===== src/rtl/ram_bridge_pkg.sv =====
// Shared types and constants for the RAM strobe to MIG bridge.
package ram_bridge_pkg;

  typedef enum logic [2:0] {
    ST_IDLE     = 3'd0,
    ST_DECODE   = 3'd1,
    ST_WR_ISSUE = 3'd2,
    ST_RD_ISSUE = 3'd3,
    ST_RD_WAIT  = 3'd4,
    ST_DONE     = 3'd5,
    ST_DRAIN    = 3'd6
  } state_e;

  localparam logic [2:0]  CMD_WRITE  = 3'b000;
  localparam logic [2:0]  CMD_READ   = 3'b001;

  // A set mask bit blocks that byte, so each lane masks the other half.
  localparam logic [15:0] MASK_LANE0 = 16'hFF00;
  localparam logic [15:0] MASK_LANE1 = 16'h00FF;

  // Pick the 64-bit word of a 128-bit MIG beat addressed by the lane bit.
  function automatic logic [63:0] lane_sel(input logic [127:0] data, input logic lane);
    return lane ? data[127:64] : data[63:0];
  endfunction

endpackage


===== src/rtl/ram_bridge_timer.sv =====
// Saturating cycle counter guarding the app_* handshakes.
module ram_bridge_timer
  import ram_bridge_pkg::*;
#(
  parameter int TIMEOUT = 1023
) (
  input  logic clk_i,
  input  logic rst_i,
  input  logic clr_i,
  input  logic en_i,
  output logic expired
);

  localparam int CNT_W = $clog2(TIMEOUT + 2) + 1;

  logic [CNT_W-1:0] cnt_q;

  // Count enabled cycles, stick at all-ones so a long hang cannot wrap.
  always_ff @(posedge clk_i) begin
    if (rst_i || clr_i) begin
      cnt_q <= '0;
    end else if (en_i && (cnt_q != '1)) begin
      cnt_q <= cnt_q + CNT_W'(1);
    end
  end

  assign expired = (cnt_q > CNT_W'(TIMEOUT));

endmodule


===== src/rtl/ram_req_bridge.sv =====
// Strobe-framed 64-bit RAM access to single 128-bit MIG command bridge.
//
// state     | meaning
// ----------+-----------------------------------------------------------
// IDLE      | waiting for a ram_cen falling edge
// DECODE    | sample access type, address, lane, data (stalls w/o calib)
// WR_ISSUE  | app_en and wdf strobes up, each drops on its own ready
// RD_ISSUE  | app_en with read command until app_rdy
// RD_WAIT   | waiting for app_rd_data_valid
// DONE      | data_valid high until ram_cen returns high
// DRAIN     | initiator aborted; finish outstanding handshakes silently
module ram_req_bridge
  import ram_bridge_pkg::*;
#(
  parameter int ADDR_W     = 26,
  parameter int APP_ADDR_W = 28,
  parameter int TIMEOUT    = 1023
) (
  input  logic                  clk_100MHz,
  input  logic                  rst,
  input  logic [ADDR_W-1:0]     ram_a,
  input  logic [63:0]           ram_dq_i,
  output logic [63:0]           ram_dq_o,
  input  logic                  ram_cen,
  input  logic                  ram_oen,
  input  logic                  ram_wen,
  output logic                  data_valid,
  output logic                  busy,
  output logic                  err_timeout,
  input  logic                  init_calib_complete,
  output logic [APP_ADDR_W-1:0] app_addr,
  output logic [2:0]            app_cmd,
  output logic                  app_en,
  input  logic                  app_rdy,
  output logic [127:0]          app_wdf_data,
  output logic [15:0]           app_wdf_mask,
  output logic                  app_wdf_wren,
  output logic                  app_wdf_end,
  input  logic                  app_wdf_rdy,
  input  logic [127:0]          app_rd_data,
  input  logic                  app_rd_data_valid
);

  state_e                  state_q, state_d;
  logic                    cen_q;
  logic                    pend_q, pend_d;
  logic                    lane_q, lane_d;
  logic                    rd_out_q, rd_out_d;
  logic                    app_en_q, app_en_d;
  logic                    wren_q, wren_d;
  logic                    wend_q, wend_d;
  logic [2:0]              cmd_q, cmd_d;
  logic [APP_ADDR_W-1:0]   addr_q, addr_d;
  logic [127:0]            wdata_q, wdata_d;
  logic [15:0]             wmask_q, wmask_d;
  logic [63:0]             dq_q, dq_d;
  logic                    err_q, err_d;

  logic cen_fall, cen_rise, timed, expired, rd_accept;

  assign cen_fall  = cen_q & ~ram_cen;
  assign cen_rise  = ~cen_q & ram_cen;
  assign timed     = (state_q == ST_WR_ISSUE) || (state_q == ST_RD_ISSUE) ||
                     (state_q == ST_RD_WAIT)  || (state_q == ST_DRAIN);
  assign rd_accept = app_en_q & app_rdy & (cmd_q == CMD_READ);

  ram_bridge_timer #(.TIMEOUT(TIMEOUT)) u_timer (
    .clk_i   (clk_100MHz),
    .rst_i   (rst),
    .clr_i   (~timed),
    .en_i    (timed),
    .expired (expired)
  );

  // Next-state and output-register logic; strobes drop on their own handshake by default.
  always_comb begin
    state_d  = state_q;
    pend_d   = pend_q | (cen_fall & (state_q != ST_IDLE));
    lane_d   = lane_q;
    rd_out_d = (rd_out_q | rd_accept) & ~app_rd_data_valid;
    app_en_d = app_en_q & ~app_rdy;
    wren_d   = wren_q & ~app_wdf_rdy;
    wend_d   = wend_q & ~app_wdf_rdy;
    cmd_d    = cmd_q;
    addr_d   = addr_q;
    wdata_d  = wdata_q;
    wmask_d  = wmask_q;
    dq_d     = dq_q;
    err_d    = err_q;

    case (state_q)
      ST_IDLE: begin
        if (cen_fall) state_d = ST_DECODE;
      end

      // ram_wen lags ram_cen, so the access type is only trusted here.
      ST_DECODE: begin
        if (init_calib_complete) begin
          if (!ram_wen) begin
            state_d  = ST_WR_ISSUE;
            lane_d   = ram_a[0];
            addr_d   = APP_ADDR_W'({ram_a[ADDR_W-1:1], 3'b000});
            cmd_d    = CMD_WRITE;
            app_en_d = 1'b1;
            wren_d   = 1'b1;
            wend_d   = 1'b1;
            wdata_d  = ram_a[0] ? {ram_dq_i, 64'h0} : {64'h0, ram_dq_i};
            wmask_d  = ram_a[0] ? MASK_LANE1 : MASK_LANE0;
          end else if (!ram_oen) begin
            state_d  = ST_RD_ISSUE;
            lane_d   = ram_a[0];
            addr_d   = APP_ADDR_W'({ram_a[ADDR_W-1:1], 3'b000});
            cmd_d    = CMD_READ;
            app_en_d = 1'b1;
          end else begin
            state_d  = ST_IDLE;
          end
        end
      end

      ST_WR_ISSUE: begin
        if (cen_rise) begin
          state_d = ST_DRAIN;
        end else if (!app_en_d && !wren_d) begin
          state_d = ST_DONE;
        end else if (expired) begin
          app_en_d = 1'b0;
          wren_d   = 1'b0;
          wend_d   = 1'b0;
          err_d    = 1'b1;
          state_d  = ST_DONE;
        end
      end

      ST_RD_ISSUE: begin
        if (cen_rise) begin
          state_d = ST_DRAIN;
        end else if (app_rdy) begin
          state_d = ST_RD_WAIT;
        end else if (expired) begin
          app_en_d = 1'b0;
          err_d    = 1'b1;
          dq_d     = '0;
          state_d  = ST_DONE;
        end
      end

      // An abort coinciding with the returning beat still discards it.
      ST_RD_WAIT: begin
        if (cen_rise) begin
          state_d = ST_DRAIN;
        end else if (app_rd_data_valid) begin
          dq_d    = lane_sel(app_rd_data, lane_q);
          state_d = ST_DONE;
        end else if (expired) begin
          rd_out_d = 1'b0;
          err_d    = 1'b1;
          dq_d     = '0;
          state_d  = ST_DONE;
        end
      end

      ST_DONE: begin
        if (ram_cen) begin
          state_d = pend_q ? ST_DECODE : ST_IDLE;
          pend_d  = 1'b0;
        end
      end

      // A MIG that never answers would otherwise park us here forever.
      ST_DRAIN: begin
        if (!app_en_d && !wren_d && !rd_out_d) begin
          state_d = (pend_q || cen_fall) ? ST_DECODE : ST_IDLE;
          pend_d  = 1'b0;
        end else if (expired) begin
          app_en_d = 1'b0;
          wren_d   = 1'b0;
          wend_d   = 1'b0;
          rd_out_d = 1'b0;
          err_d    = 1'b1;
          state_d  = (pend_q || cen_fall) ? ST_DECODE : ST_IDLE;
          pend_d   = 1'b0;
        end
      end

      default: state_d = ST_IDLE;
    endcase
  end

  // State and output registers; reset drops everything without draining.
  always_ff @(posedge clk_100MHz) begin
    if (rst) begin
      state_q  <= ST_IDLE;
      cen_q    <= 1'b1;
      pend_q   <= 1'b0;
      lane_q   <= 1'b0;
      rd_out_q <= 1'b0;
      app_en_q <= 1'b0;
      wren_q   <= 1'b0;
      wend_q   <= 1'b0;
      cmd_q    <= CMD_WRITE;
      addr_q   <= '0;
      wdata_q  <= '0;
      wmask_q  <= 16'hFFFF;
      dq_q     <= '0;
      err_q    <= 1'b0;
    end else begin
      state_q  <= state_d;
      cen_q    <= ram_cen;
      pend_q   <= pend_d;
      lane_q   <= lane_d;
      rd_out_q <= rd_out_d;
      app_en_q <= app_en_d;
      wren_q   <= wren_d;
      wend_q   <= wend_d;
      cmd_q    <= cmd_d;
      addr_q   <= addr_d;
      wdata_q  <= wdata_d;
      wmask_q  <= wmask_d;
      dq_q     <= dq_d;
      err_q    <= err_d;
    end
  end

  assign data_valid   = (state_q == ST_DONE);
  assign busy         = (state_q != ST_IDLE);
  assign err_timeout  = err_q;
  assign ram_dq_o     = dq_q;
  assign app_addr     = addr_q;
  assign app_cmd      = cmd_q;
  assign app_en       = app_en_q;
  assign app_wdf_data = wdata_q;
  assign app_wdf_mask = wmask_q;
  assign app_wdf_wren = wren_q;
  assign app_wdf_end  = wend_q;

endmodule


===== config.mk =====
export PLATFORM = sky130hd
export DESIGN_NAME = ram_req_bridge
export DESIGN_NICKNAME = d
export VERILOG_FILES = /design/src/rtl/ram_bridge_pkg.sv /design/src/rtl/ram_bridge_timer.sv /design/src/rtl/ram_req_bridge.sv
export SDC_FILE = /design/constraint.sdc
export NUM_CORES = 1
export LEC_CHECK = 0
export ABC_AREA = 0
export CAP_MARGIN = 0
export CORE_AREA = 10 10 174 176
export CTS_CLUSTER_SIZE = 10
export DETAILED_ROUTE_END_ITERATION = 10
export DIE_AREA = 0 0 184 186
export PLACE_DENSITY = 0.74
export SLEW_MARGIN = 10
export SYNTH_ARGS = -nofsm -noshare
export SYNTH_HDL_FRONTEND = slang
export SYNTH_HIERARCHICAL = 1
export SYNTH_SLANG_ARGS = --single-unit

===== constraint.sdc =====
create_clock -name clk_100MHz -period 5.9 [get_ports clk_100MHz]
set_clock_uncertainty 0.2 [all_clocks]
set_input_delay 1.18 -clock clk_100MHz [delete_from_list [all_inputs] [get_ports clk_100MHz]]
set_output_delay 1.18 -clock clk_100MHz [all_outputs]
set_load 0.05 [all_outputs]

# After elaboration in Yosys (flattened, before gate mapping)
# Cells that the tools add are included.
dict set report op_classes {
  n_addsub 1
  order_cmp 1
  n_eq_ne 20
  muxes 74
  bitwise 18
  n_reduce_logical 20
}
# cell n
set op_table {}
lappend op_table {{two-way mux 64 bit} 6}
lappend op_table {{two-way mux 128 bit} 1}
lappend op_table {{one-hot mux 64 bit (2 select lines)} 1}
lappend op_table {{two-way mux 28 bit} 2}
lappend op_table {{two-way mux 3 bit} 14}
lappend op_table {{two-way mux 1 bit} 40}
lappend op_table {{!= test 2 bit (second input constant)} 11}
lappend op_table {{one-hot mux 3 bit (7 select lines)} 1}
lappend op_table {{two-way mux 16 bit} 1}
lappend op_table {{adder 12 x 1 -> 12 bit (second input constant)} 1}
lappend op_table {{> comparator 12 x 10 -> 1 bit (second input constant)} 1}
lappend op_table {{!= test 12 bit (second input constant)} 1}
lappend op_table {{AND 1 bit} 9}
lappend op_table {{equality test 3 bit (second input constant)} 3}
lappend op_table {{one-hot mux 1 bit (4 select lines)} 2}
lappend op_table {{AND reduction 4 bit} 2}
lappend op_table {{AND reduction 8 bit} 1}
lappend op_table {{NOT 1 bit} 7}
lappend op_table {{equality test 3 x 1 -> 1 bit (second input constant)} 2}
lappend op_table {{equality test 3 x 2 -> 1 bit (second input constant)} 2}
lappend op_table {{one-hot mux 1 bit (3 select lines)} 2}
lappend op_table {{AND reduction 3 bit} 2}
lappend op_table {{logical OR 1 bit} 5}
lappend op_table {{two-way mux 2 bit} 2}
lappend op_table {{9 further kinds} 15}
dict set report word_totals {
  reg_bits 262
  inputBits 227
  out_inout_bits 245
  wordCells 149
}

# Depth between registers and ports, before layout
dict set report logic_depth {
  word_depth 8
  mapped_depth 9
  depth_no_buf 6
}

# By module
# Netlist, hierarchy kept.
# mod instances cells_per_inst area_per_inst_um2
set by_module_without_submodules {}
lappend by_module_without_submodules {ram_req_bridge 1 1031 9369.0}
lappend by_module_without_submodules {ram_bridge_timer 1 71 623.1}

# Least setup slack after synthesis
# Ideal clock, no wire load.
dict set report synth_timing {
  path_kind {register -> output}
  from {reg state_q[2]}
  to {out data_valid}
  arrival_ns 1.292
  slack_ns 3.228
  path_stages_with_launch 4
  path_cell_list {dfxtp_1 -> buf_2 -> inv_1 -> nor2_1}
}
dict set report synth_between {
  elab_chain_cells 1
}
# item line_no
set synth_lines {}
lappend synth_lines {{start, declared} ram_req_bridge.sv:44} ;# state_e state_q, state_d;
lappend synth_lines {{start signal, assigned} ram_req_bridge.sv:208} ;# state_q <= state_d;
lappend synth_lines {{equality test 3 bit} ram_req_bridge.sv:225} ;# assign data_valid = (state_q == ST_DONE);
lappend synth_lines {{end, declared} ram_req_bridge.sv:27} ;# output logic data_valid,
# No other way between the ends.

# Final worst setup path
# Same ends and word-level chain as after synthesis.

==> key figures <==
Status
  • Result of the run: finished, final reports clean

Cells and area
  • Fillers: 2329
  • Commonest cells after routing, fill and taps aside: clkdlybuf4s50_1, dfxtp_1, nand2_1, a21oi_1, nand3_1
  • Diode insertion count for antenna repair: 0
  • Utilization after layout: 57.3%
  • Fraction of layout instances using a drive strength above 1: 4.79%
  • Area growth from synthesis to final layout: 53.1%
  • Final nets: 1726
  • Final design area excluding fillers: 15300 µm²
  • Most common library cell in the layout ignoring fill and taps: clkdlybuf4s50_1

Die
  • Number of rows in the core area: 60
  • Initial Utilization: 37.4%
  • Die boundary height: 186 µm
  • Die Span X: 184 µm
  • CORE AREA: 26700 µm²
  • Die area: 34200 µm²
  • Io pins: 472

Worst setup path
  • Depth of the worst register-to-register path: 6
  • Origin of the worst setup path: state_q[2]
  • Critical path start-end classification: flop to primary output
  • Worst reg-to-reg setup slack: 2.76 ns
  • Slowest CP cell: clkdlybuf4s50_1
  • Required time reported for the critical path endpoint: 4.52 ns
  • Capturing element type of the critical path: primary output
  • Slowest Stage Delay on Critical Path: 0.87 ns
  • Maximum fanout encountered on the critical timing path: 20
  • CP startpoint kind: flop
  • Critical path cell sequence: inv_1 -> nor2_1 -> clkdlybuf4s50_1
  • Data arrival time of the worst path: 2.66 ns
  • Origin of the critical flop-to-flop path: state_q[2]

Global routing
  • Number of antenna violations at the first check in global routing: 1
  • First-pass GRT wire length: 57.1 mm
  • Via count of the first global-routing pass: 9466
  • Maximum number of pins on one net before global-route repair: 92
  • Overall global routing resource usage: 21.1%
  • Total global routing overflow: 0

Placed design
  • Detailed-placement wirelength estimate: 28.9 mm
  • Placer Congestion: 0.856
  • Number of port buffers: 466
  • Standard cell area after detailed placement: 14600 µm²

Synthesis
  • Top FF cell, synth: dfxtp_1
  • Number of distinct library cells after synthesis: 63
  • Dominant cells by area after synthesis: dfxtp_1, a21oi_1, nand2_1
  • Top-area cell type share of the netlist area: 48.7%
  • Synthesized area per cell: 9.07 µm²
  • Number of synthesis warnings: 6
  • Top cell type by total area after synthesis: dfxtp_1
  • Fraction of synthesis flops using an asynchronous set or reset pin: 0%
  • Synthesized instance count: 1102
  • Seq cells post-synth: 243
  • Count of flip-flops with a built-in enable after synthesis: 0
  • Sequential-to-total area share from yosys stat: 48.7%
  • Cell Area, Synth: 9990 µm²

STA
  • Top achievable clock speed: 0.247 GHz
  • Max transition margin: 21.8%
  • Final setup viols: 0
  • WHS: 0.251 ns
  • Worst Tran Pin Value: 1.17 ns
  • Final period demand of the worst path: 4.04 ns
  • Number of max-slew violations in the final report: 0
  • Fin Setup TNS: 0 ns
  • Share of the clock period used by the worst path after layout: 68.6%
  • RSZ-0062 raised after global routing: no
  • Final hold violation count: 0

CTS
  • Post-cts gate resize count: 0
  • H-tree depth: 1
  • Count of buffers added by post-CTS timing repair for setup: 0
  • Number of buffers inserted by hold repair at cts: 0
  • Max clock buf depth: 3
  • Clock-pin slew reported for the worst setup and hold paths after clock tree synthesis: 0.06 ns
  • Number of sinks on the clock net: 243
  • Clock tree from TritonCTS: built
  • Number of buffers added by the clock tree synthesis step: 28
  • Clock Latency Late Sink: 0.53 ns
  • Clock root buffer: clkbuf_16

Min path
  • Worst Min Path Start: app_wdf_data[119]
  • Depth of the worst hold-timing path: 2
  • Hold/Removal Path Class: flop to flop

Power and ir drop
  • Maximum resistive drop on vdd: 0.266 mV
  • Power density cells: 289 nW/µm²
  • Total leakage power: 5.00 nW

Detailed routing
  • TritonRoute pass-1 iters: 5
  • Detailed-route wire length: 38.8 mm
  • Via count of the routed design: 9581
  • Remaining antenna violation count: 0
  • Routed wire per std cell: 21.0 µm
  • Post-DR vias/cell: 5.19
  • Starting DRT DRC Count: 555
  • Post-detailed-route DRC marker count: 0

Flow run
  • Max-cap check violation count: 0
critical path, delay by kind of cell (launching register included):
family                 cells  cell delay [ns]
DFF                        1             0.74
buffers and inverters      2             1.18
and+or+nand+nor            1             0.21
cell usage after synthesis, types with 4 or more instances:
| master | n |
|---|---|
| a221oi_1 | 4 |
| nand3_1 | 70 |
| nand2b_1 | 5 |
| nor3_1 | 6 |
| buf_6 | 14 |
| nor2_1 | 19 |
| mux2i_1 | 65 |
| dfxtp_1 | 243 |
| nand3b_1 | 65 |
| o2bb2ai_2 | 10 |
| o21ai_0 | 8 |
| o2bb2ai_1 | 54 |
| buf_4 | 21 |
| clkbuf_1 | 45 |
| nand2_1 | 196 |
| buf_1 | 6 |
| a21oi_1 | 168 |
| buf_2 | 29 |
where the power goes:
part | internal (mW) | switching (mW) | leakage, nW
clock network | 0.872 | 0.645 | 0.366
registers | 1.73 | 0.0859 | 1.96
logic | 0.416 | 0.678 | 2.68
sequential cells by signal, summed over array words and instances, names as in the netlist, 2 cells and up:
name           count
u_timer/cnt_q     12
ram_dq_o          64
app_wdf_mask       2
app_wdf_data     128
state_q            3
app_addr          25
path summary, 6_finish.rpt:
check / to
worst min-delay path: app_wdf_data[119]
worst max register to register: app_wdf_data[106]
worst min register to register: app_wdf_data[119]
worst max-delay path: data_valid
cell type report:
type	count	area [µm²]	area share (%)
repair buffers	477	4750	31.1
flip-flops and latches	243	4870	31.8
clock buffers	36	752	4.91
multi-input cells	745	4490	29.4
inverters	3	11.3	0.0736
well taps	341	427	2.79
kinds of logic after synthesis:
| family | share of synthesized area [%] |
|---|---|
| simple gates | 19.7 |
| compound gates | 17.9 |
| flops | 48.7 |
| buf+inv | 6.64 |
| mux | 6.51 |
| xor+xnor | 0.351 |
| fa+ha+maj | 0.125 |
| other cells | 0.0375 |
metrics by stage:
step,cells,setup WS [ns],total power [mW]
6_report,1845,1.86,4.42
5_1_grt,1845,1.68,4.61
4_1_cts,1845,1.86,4.47
3_5_place_dp,1809,1.99,2.94
3_3_place_gp,1809,2.05,2.93
2_1_floorplan,1106,3.23,2.52
metal layers:
metal / share of wire [%] / routed length (µm) / GRT usage [%]
met1: 37 / 14500 / 23.3
met4: 2.7 / 1050 / 6.46
met2: 48 / 18600 / 35.3
met3: 12 / 4700 / 10.0
met5: 0 / 0 / 0
Power figures use the tool's default switching activity.
